**src/rtl/pipeline_hazard_ctrl.sv**
```systemverilog
// Central stall/flush controller for the 5-stage RV32I pipeline.
// Produces pipeline-register load enables and bubble strobes, keeps
// saturating stall/flush counters and a sticky memory-wait timeout flag.
module pipeline_hazard_ctrl #(
    parameter int CNT_WIDTH    = 16,
    parameter int WAIT_TIMEOUT = 255
) (
    input  logic                 clk,
    input  logic                 rst_n,
    input  logic [4:0]           id_rs1,
    input  logic [4:0]           id_rs2,
    input  logic                 id_uses_rs1,
    input  logic                 id_uses_rs2,
    input  logic [4:0]           ex_rd,
    input  logic                 ex_is_load,
    input  logic                 ex_regwrite,
    input  logic                 redirect,
    input  logic                 imem_resp,
    input  logic                 dmem_access,
    input  logic                 dmem_resp,
    output logic                 pc_load,
    output logic                 if_id_load,
    output logic                 id_ex_load,
    output logic                 ex_mem_load,
    output logic                 mem_wb_load,
    output logic                 flush_if_id,
    output logic                 flush_id_ex,
    output logic                 flush_ex_mem,
    output logic [CNT_WIDTH-1:0] stall_cnt,
    output logic [CNT_WIDTH-1:0] flush_cnt,
    output logic                 timeout_err
);

    localparam int WAIT_W = (WAIT_TIMEOUT < 1) ? 1 : $clog2(WAIT_TIMEOUT + 1);

    typedef enum logic [1:0] {
        BOOT    = 2'd0,
        RUN     = 2'd1,
        MEMWAIT = 2'd2
    } state_t;

    state_t            state;
    logic [WAIT_W-1:0] wait_cnt;
    logic              active;
    logic              mem_busy;
    logic              load_use;
    logic              stall;
    logic              flush_accept;

    // Hazard detection and priority-ordered pipeline control.
    always_comb begin
        // NOTE: every output gets a default first so no path through the
        // block leaves a signal unassigned, which would infer a latch.
        pc_load      = 1'b0;
        if_id_load   = 1'b0;
        id_ex_load   = 1'b0;
        ex_mem_load  = 1'b0;
        mem_wb_load  = 1'b0;
        flush_if_id  = 1'b0;
        flush_id_ex  = 1'b0;
        flush_ex_mem = 1'b0;

        active   = (state == RUN) || (state == MEMWAIT);
        mem_busy = !imem_resp || (dmem_access && !dmem_resp);
        load_use = ex_is_load && ex_regwrite && (ex_rd != 5'd0) &&
                   ((id_uses_rs1 && (id_rs1 == ex_rd)) ||
                    (id_uses_rs2 && (id_rs2 == ex_rd)));

        stall        = active && (mem_busy || (load_use && !redirect));
        flush_accept = active && !mem_busy && redirect;

        if (active && !mem_busy) begin
            // Every non-frozen case advances the back end of the pipe.
            id_ex_load  = 1'b1;
            ex_mem_load = 1'b1;
            mem_wb_load = 1'b1;
            if (redirect) begin
                // Redirect squashes the wrong-path work, which also removes
                // any load-use dependency in the same cycle.
                pc_load      = 1'b1;
                if_id_load   = 1'b1;
                flush_if_id  = 1'b1;
                flush_id_ex  = 1'b1;
                flush_ex_mem = 1'b1;
            end else if (load_use) begin
                // Hold PC and IF/ID, insert a bubble into ID/EX.
                flush_id_ex = 1'b1;
            end else begin
                pc_load    = 1'b1;
                if_id_load = 1'b1;
            end
        end
    end

    // State sequencing, saturating counters and sticky timeout flag.
    always_ff @(posedge clk or negedge rst_n) begin
        if (!rst_n) begin
            state       <= BOOT;
            wait_cnt    <= '0;
            stall_cnt   <= '0;
            flush_cnt   <= '0;
            timeout_err <= 1'b0;
        end else begin
            // NOTE: non-blocking assignments so every register samples the
            // pre-edge values, independent of statement order.
            case (state)
                BOOT:         state <= RUN;
                RUN, MEMWAIT: state <= mem_busy ? MEMWAIT : RUN;
                default:      state <= BOOT;
            endcase

            if (stall && (stall_cnt != '1))
                stall_cnt <= stall_cnt + CNT_WIDTH'(1);

            if (flush_accept && (flush_cnt != '1))
                flush_cnt <= flush_cnt + CNT_WIDTH'(1);

            if (active && mem_busy) begin
                if (int'(wait_cnt) < WAIT_TIMEOUT)
                    wait_cnt <= wait_cnt + WAIT_W'(1);
                // Flag rises on the edge where the count reaches the limit.
                if (int'(wait_cnt) + 1 >= WAIT_TIMEOUT)
                    timeout_err <= 1'b1;
            end else begin
                wait_cnt <= '0;
            end
        end
    end

endmodule

```
**config.mk**
```make
export PLATFORM = sky130hd
export DESIGN_NAME = pipeline_hazard_ctrl
export DESIGN_NICKNAME = d
export VERILOG_FILES = /design/src/rtl/pipeline_hazard_ctrl.sv
export SDC_FILE = /design/constraint.sdc
export NUM_CORES = 1
export LEC_CHECK = 0
export CAP_MARGIN = 5
export CORE_MARGIN = 3
export CORE_UTILIZATION = 43
export DETAILED_ROUTE_END_ITERATION = 16
export PLACE_DENSITY = 0.84
export SLEW_MARGIN = 20
export SYNTH_ARGS = -nofsm -noshare
export SYNTH_HDL_FRONTEND = slang
export SYNTH_SLANG_ARGS = --single-unit
```
**constraint.sdc**
```tcl
create_clock -name clk -period 2.1 [get_ports clk]
set_clock_uncertainty 0.05 [all_clocks]
set_input_delay 0.42 -clock clk [delete_from_list [all_inputs] [get_ports clk]]
set_output_delay 0.42 -clock clk [all_outputs]
set_load 0.02 [all_outputs]
```
==> results of run 1 <==
## worst max-delay path: stages
cell,delay [ns]
buf_6,0.09
or4_4,0.53
o211ai_2,0.20
inv_2,0.06
and2_4,0.16
nor2_2,0.12
nor2_2,0.06
buf_4,0.15
## layer usage
metal	wire length, um	vias up	track usage (%)
met2	3204	88	30.88
met4	134	0	7.095
met3	413	17	3.475
li1	-	1041	-
met5	0	-	0
met1	2630	1038	23.06
## repair_timing
item / 4_1_cts / 5_1_grt
cloned: 0 / 1
pin swaps: 18 / 14
setup buffers: 7 / 8
gates resized for setup: 68 / 38
setup endpoints to repair: 23 / 33
## Yosys cell counts (2+ instances only)
library cell and number:
o21ai_0 2, nand4_1 11, a31oi_4 2, mux2_4 2, or2_2 2, nor4_1 4
xnor2_1 23, inv_1 16, nor3b_1 2, nor2_1 23, nand3_1 19, nand2_1 17
ha_1 6, and3_1 4, nor3_1 10, buf_4 5, dfrtp_1 43, a211oi_1 3
nand2b_1 2, a21oi_1 7, xor2_1 18
## cells in the final DEF (no fill, tap or decap), types with 2 or more instances in the layout
master           Yosys  layout
dfrtp_1             43      41
nor3_1              10       6
xnor2_2              0       2
nor2_1              23      19
clkdlybuf4s15_2      0       3
and3_1               4       4
inv_2                1       3
buf_4                5      35
clkdlybuf4s50_1      0      40
clkbuf_8             0       6
xor2_1              18      18
o21ai_0              2       2
nor2_2               1       5
nand3_1             19      17
inv_1               16      13
nor3b_2              1       2
a21oi_2              1       2
mux2_4               2       3
or2_2                2       2
buf_6                0      12
dfrtp_2              0       2
nor4_4               0       3
nand2b_1             2       2
buf_2                0       3
nand4_1             11      11
ha_1                 6       5
nor3_2               0       3
dlygate4sd2_1        0      11
xnor2_1             23      21
a31oi_4              2       2
a21oi_1              7       5
a211oi_1             3       2
buf_12               0       2
nand2_1             17      15
## cell type report
type,instances,area share [%]
Clock buffer,6,2.207
Clock inverter,2,0.9365
Inverter,17,1.773
Timing Repair Buffer,109,27.42
Tap cell,70,2.341
Multi-Input combinational cell,174,36.49
Sequential cell,43,28.83
## cell families (layout without fill, tap and decap cells)
logic type               count (synthesis)  in the layout  share of synthesized area [%]
AO/OA/AOI/OAI                           25             25                          9.029
XOR/XNOR                                41             41                          15.15
adder cells (fa/ha/maj)                  6              6                          3.168
buffers and inverters                   23            134                          4.435
flip-flops                              43             43                          45.41
multiplexers                             4              4                          2.218
AND/OR/NAND/NOR                         98             98                          20.59
## sequential cells by signal, indices dropped and copies added, names as in the netlist
signal and flops:
flush_cnt 16, stall_cnt 16, state 2, wait_cnt 8, timeout_err 1
## how the worst max path moves through the flow
stage	start	to	slack, ns	cells past startpoint
after floorplan	ex_rd[1]	pc_load	-0.09	6
after global placement	ex_rd[1]	pc_load	-0.92	7
after detailed placement	ex_rd[1]	pc_load	-0.95	7
after CTS	ex_rd[4]	flush_id_ex	-0.13	8
after global routing	ex_rd[4]	flush_id_ex	-0.21	8
final	ex_rd[4]	flush_id_ex	-0.17	8
## metrics by stage
stage	util [%]	cells
floorplan	-	240
global placement	64.28	401
detailed placement	64.28	401
CTS	67.81	415
global route	71.88	421
finish	71.88	421
## power groups by stage
stage	registers, uW	clock network [uW]	logic [uW]
finish	1110	676	1760
global route	1130	716	1890
CTS	1100	678	1470
detailed placement	1120	0	1440
global placement	1110	0	1410
floorplan	1260	0	591
==> impl_metrics.yaml, run 1 <==
outcome:
  outcome: "finished, violations left"
  violations: "negative setup slack"
pwr:
  internal_power_uw: 2265
  p_leak_uw: 0.001729
  ir_drop_v: 0.0006753
  switching_share_pct: 36.08
  seq_power_share_pct: 31.2
  power_uw: 3543
  powerDensity_nw_per_um2: 947.0
  power.share.clock_pct: 19.1
  power_switching_uw: 1278
  combPwrFrac_pct: 49.7
synth:
  syn_avg_cell_area_um2: 9.874
  synthTopCellsByArea: "dfrtp_1 45%, xnor2_1 8.5%, xor2_1 6.7%"
  synth.distinct_cells: 40
  synth-async-reset-ratio_pct: 100.0
  synth_area_um2: 2370
  yosysTopAreaCell: "dfrtp_1"
  syn_inst: 240
  synth_edf_count: 0
  ys_seq_area_share_pct: 45.41
  yosys_warnings: 0
  yosys.area.top_type_share_pct: 45.41
  synth_seq_cells: 43
  syn_nets: 271
  ys.flop_type: "dfrtp_1"
final_layout:
  diodes: 0
  multiInputGateArea_um2: 1365
  nets: 381
  regArea_um2: 1079
  design_area_um2: 3741
  fillers: 369
  syn_to_final_growth_pct: 57.87
  drive_gt1_share_pct: 31.62
floorplanning:
  die_h_um: 80.24
  die-area_um2: 6438
  io_pins: 66
  start_util_pct: 45.53
  die_width_um: 80.24
  coreArea_um2: 5205
  num_rows: 26
clocking:
  htreeDepth: 2
  root_buffer: "clkbuf_8"
  numCtsBuffers: 5
  cts.sinks: 43
  path_clk_slew_ns: 0.09
  holdBufCountCts: 0
  cts_tree: "built"
  clock_latency_ns: 0.30
  cts_buffer_depth: 2
critical_path:
  startpoint_type: "input port"
  critPathArrivalTime_ns: 1.80
  critPathKind: "in -> out"
  cp-end-kind: "output pin"
  crit_fanout: 3
  reg2reg_slack_ns: -0.05
  r2r_cells: 11
  r2r_start: "state[1]"
  rr_endpoint: "stall_cnt[13]"
  critPathRequiredTime_ns: 1.63
place:
  place_congestion: 0.8682
  dp_slack_ns: -0.9461
  port-buffer-count: 65
  dp_hpwl_mm: 4.188
  place_area_um2: 3346
routing:
  drt_wl_total_mm: 6.383
  drc: 0
  route.vias.total: 2184
  drt-initial-drc-count: 127
  wl_per_cell_um: 15.16
  drt_first_pass_iters: 5
  via_per_inst: 5.188
  final_antenna_net_count: 0
global_route:
  grt_usage_pct: 18.30
  grt_pass1_vias: 1996
  grt_start_max_net_pins: 44
  grt.overflow.total: 0
  grt_pass1_wl_mm: 9.218
  grt_antenna_before_repair: 0
timing:
  fmax_mhz: 440.5
  whs_ns: 0.03689
  drv_slew: 0
  finalHoldViolations: 0
  setup_slack_ns: -0.1701
  max_slew.worst_pin.slew_ns: 0.5381
  rsz0062_at_grt: "true"
  setup_violations: 12
  period_share_pct: 108.1
  finalCriticalPeriod_ns: 2.270
  maxSlewHeadroom_pct: 64.02
  fin_setup_tns_ns: -1.107
worst_hold_path:
  min_path_type: "in -> async"
run:
  max_cap_viol_count: 0
Power figures use the tool's default switching activity.
==> run 2, diff against run 1 <==
--- a/config.mk
+++ b/config.mk
@@ -10,6 +10,7 @@
 export CORE_UTILIZATION = 43
 export DETAILED_ROUTE_END_ITERATION = 16
 export PLACE_DENSITY = 0.84
+export REMOVE_ABC_BUFFERS = 1
 export SLEW_MARGIN = 20
 export SYNTH_ARGS = -nofsm -noshare
 export SYNTH_HDL_FRONTEND = slang
==> run 2 against run 1 <==
The run still ends with negative setup slack left; die area stayed put; via count is 3.3% lower; global-route usage is 2.0 points higher; clock power is 22% lower; sequential power hardly changed; routed wire length is 6.1% lower; non-clock buffer count is 12 lower; combinational power is 18% lower; total power is 13% lower; cell area is 7.2% lower; fmax is 1.2% lower; critical endpoint unchanged.
==> impl_metrics.yaml, run 2 (same netlist as run 1, synthesis figures left out) <==
pwr:
  ir_drop_v: 0.0005473
  powerDensity_nw_per_um2: 889.3
  p_leak_uw: 0.001578
  power_uw: 3088
timing:
  finalHoldViolations: 0
  maxSlewHeadroom_pct: 64.41
  max_slew.worst_pin.slew_ns: 0.5338
  setup_slack_ns: -0.1972
  rsz0062_at_grt: "true"
  finalCriticalPeriod_ns: 2.297
  whs_ns: 0.1373
  drv_slew: 0
  period_share_pct: 109.4
  setup_violations: 3
  fmax_mhz: 435.3
critical_path:
  crit_fanout: 2
  r2r_start: "stall_cnt[0]"
  critPathArrivalTime_ns: 1.83
  rr_endpoint: "stall_cnt[14]"
  startpoint_type: "input port"
  reg2reg_slack_ns: 0.09
  r2r_cells: 7
  critPathKind: "in -> out"
  critPathRequiredTime_ns: 1.63
  cp-end-kind: "output pin"
clocking:
  numCtsBuffers: 5
  root_buffer: "clkbuf_8"
  holdBufCountCts: 0
  htreeDepth: 2
  cts_tree: "built"
  postCtsSetupRepairBufs: 0
  cts_buffer_depth: 2
  path_clk_slew_ns: 0.07
  cts.sinks: 43
  clock_latency_ns: 0.29
global_route:
  grt_start_max_net_pins: 44
  grt_usage_pct: 20.26
  grt_pass1_vias: 2235
  grt_antenna_before_repair: 0
  grt_pass1_wl_mm: 10.20
  grt.overflow.total: 0
floorplanning:
  num_rows: 26
  coreArea_um2: 5205
  io_pins: 66
  die_width_um: 80.24
  die_h_um: 80.24
  die-area_um2: 6438
  start_util_pct: 45.53
final_layout:
  nets: 369
  drive_gt1_share_pct: 24.26
  mostFrequentLayoutCells: "43 x dfrtp_1, 41 x clkdlybuf4s50_1, 33 x buf_4"
  syn_to_final_growth_pct: 46.52
  top_regs: "flush_cnt x16, stall_cnt x16, wait_cnt x8"
  final_cells: 408
  final_common_cell: "dfrtp_1"
  diodes: 0
routing:
  final_antenna_net_count: 0
  via_per_inst: 5.179
  wl_per_cell_um: 14.69
  drt_first_pass_iters: 4
  route.vias.total: 2113
  drc: 0
  drt-initial-drc-count: 89
  drt_wl_total_mm: 5.993
outcome:
  outcome: "finished, violations left"
  violations: "negative setup slack"
place:
  place_congestion: 0.8571
  placedCellCount: 401
  port-buffer-count: 65
  dp_hpwl_mm: 4.449
run:
  max_cap_viol_count: 0
worst_hold_path:
  min_path_type: "in -> async"
-- run 2: cell types whose count changed in the layout (fill, tap and decap cells not counted), sizes merged --
cell and change:
buf -13, bufinv -1, clkbuf -2, clkdlybuf4s15 +3, clkdlybuf4s50 +1, dlygate4sd2 -1
-- run 2: critical path: stages --
cell	delay [ns]
buf_6	0.09
or4_4	0.52
o211ai_2	0.19
inv_2	0.05
and2_4	0.15
buf_6	0.12
nor2_4	0.09
nor2_1	0.05
buf_4	0.15
-- run 2: how the worst max path moves through the flow --
stage,cells after the start,to,slack (ns),start
5_1_grt,9,flush_id_ex,-0.26,ex_rd[4]
6_report,9,flush_id_ex,-0.20,ex_rd[3]
3_3_place_gp,7,pc_load,-0.99,ex_rd[1]
3_5_place_dp,7,pc_load,-1.06,ex_rd[1]
2_1_floorplan,5,if_id_load,-0.41,ex_rd[1]
4_1_cts,9,flush_id_ex,-0.21,ex_rd[3]
-- run 2: metrics by stage --
| step | setup slack (ns) | TNS [ns] | utilization [%] | instance area, um2 |
|---|---|---|---|---|
| floorplan | -0.4081 | -0.8638 | - | 2328 |
| global placement | -0.9946 | -12.09 | 63.68 | 3314 |
| detailed placement | -1.055 | -12.59 | 63.68 | 3314 |
| CTS | -0.2145 | -0.6131 | 65.65 | 3417 |
| global route | -0.2590 | -0.6481 | 66.71 | 3472 |
| finish | -0.1972 | -0.4676 | 66.71 | 3472 |
-- run 2: what timing repair did --
item                       CTS  global route
setup endpoints to repair   24            16
pin swaps                   18             1
gates resized for setup     63            12
-- run 2: power by group --
| part | internal [uW] | leakage, uW | switching, uW |
|---|---|---|---|
| sequential | 968 | 0.000566 | 146 |
| clock | 258 | 0.0000470 | 266 |
| combinational | 718 | 0.000965 | 732 |
| total | 1940 | 0.00158 | 1140 |
-- run 2: area by class of cell --
type,instances,area [um2]
well taps,70,87.58
multi-input cells,174,1275
repair buffers,97,882.1
flip-flops and latches,43,1076
clock inverters,1,5.005
clock buffers,6,82.58
inverters,17,63.81
fillers,403,1733
-- run 2: per-layer routing --
layer | part of all wire (%) | routed length [um] | global-route usage, %
met5 | 0 | 0 | 0
met3 | 6.2 | 370 | 4.484
met4 | 2.2 | 129 | 6.250
met1 | 41 | 2452 | 23.52
met2 | 51 | 3040 | 36.84
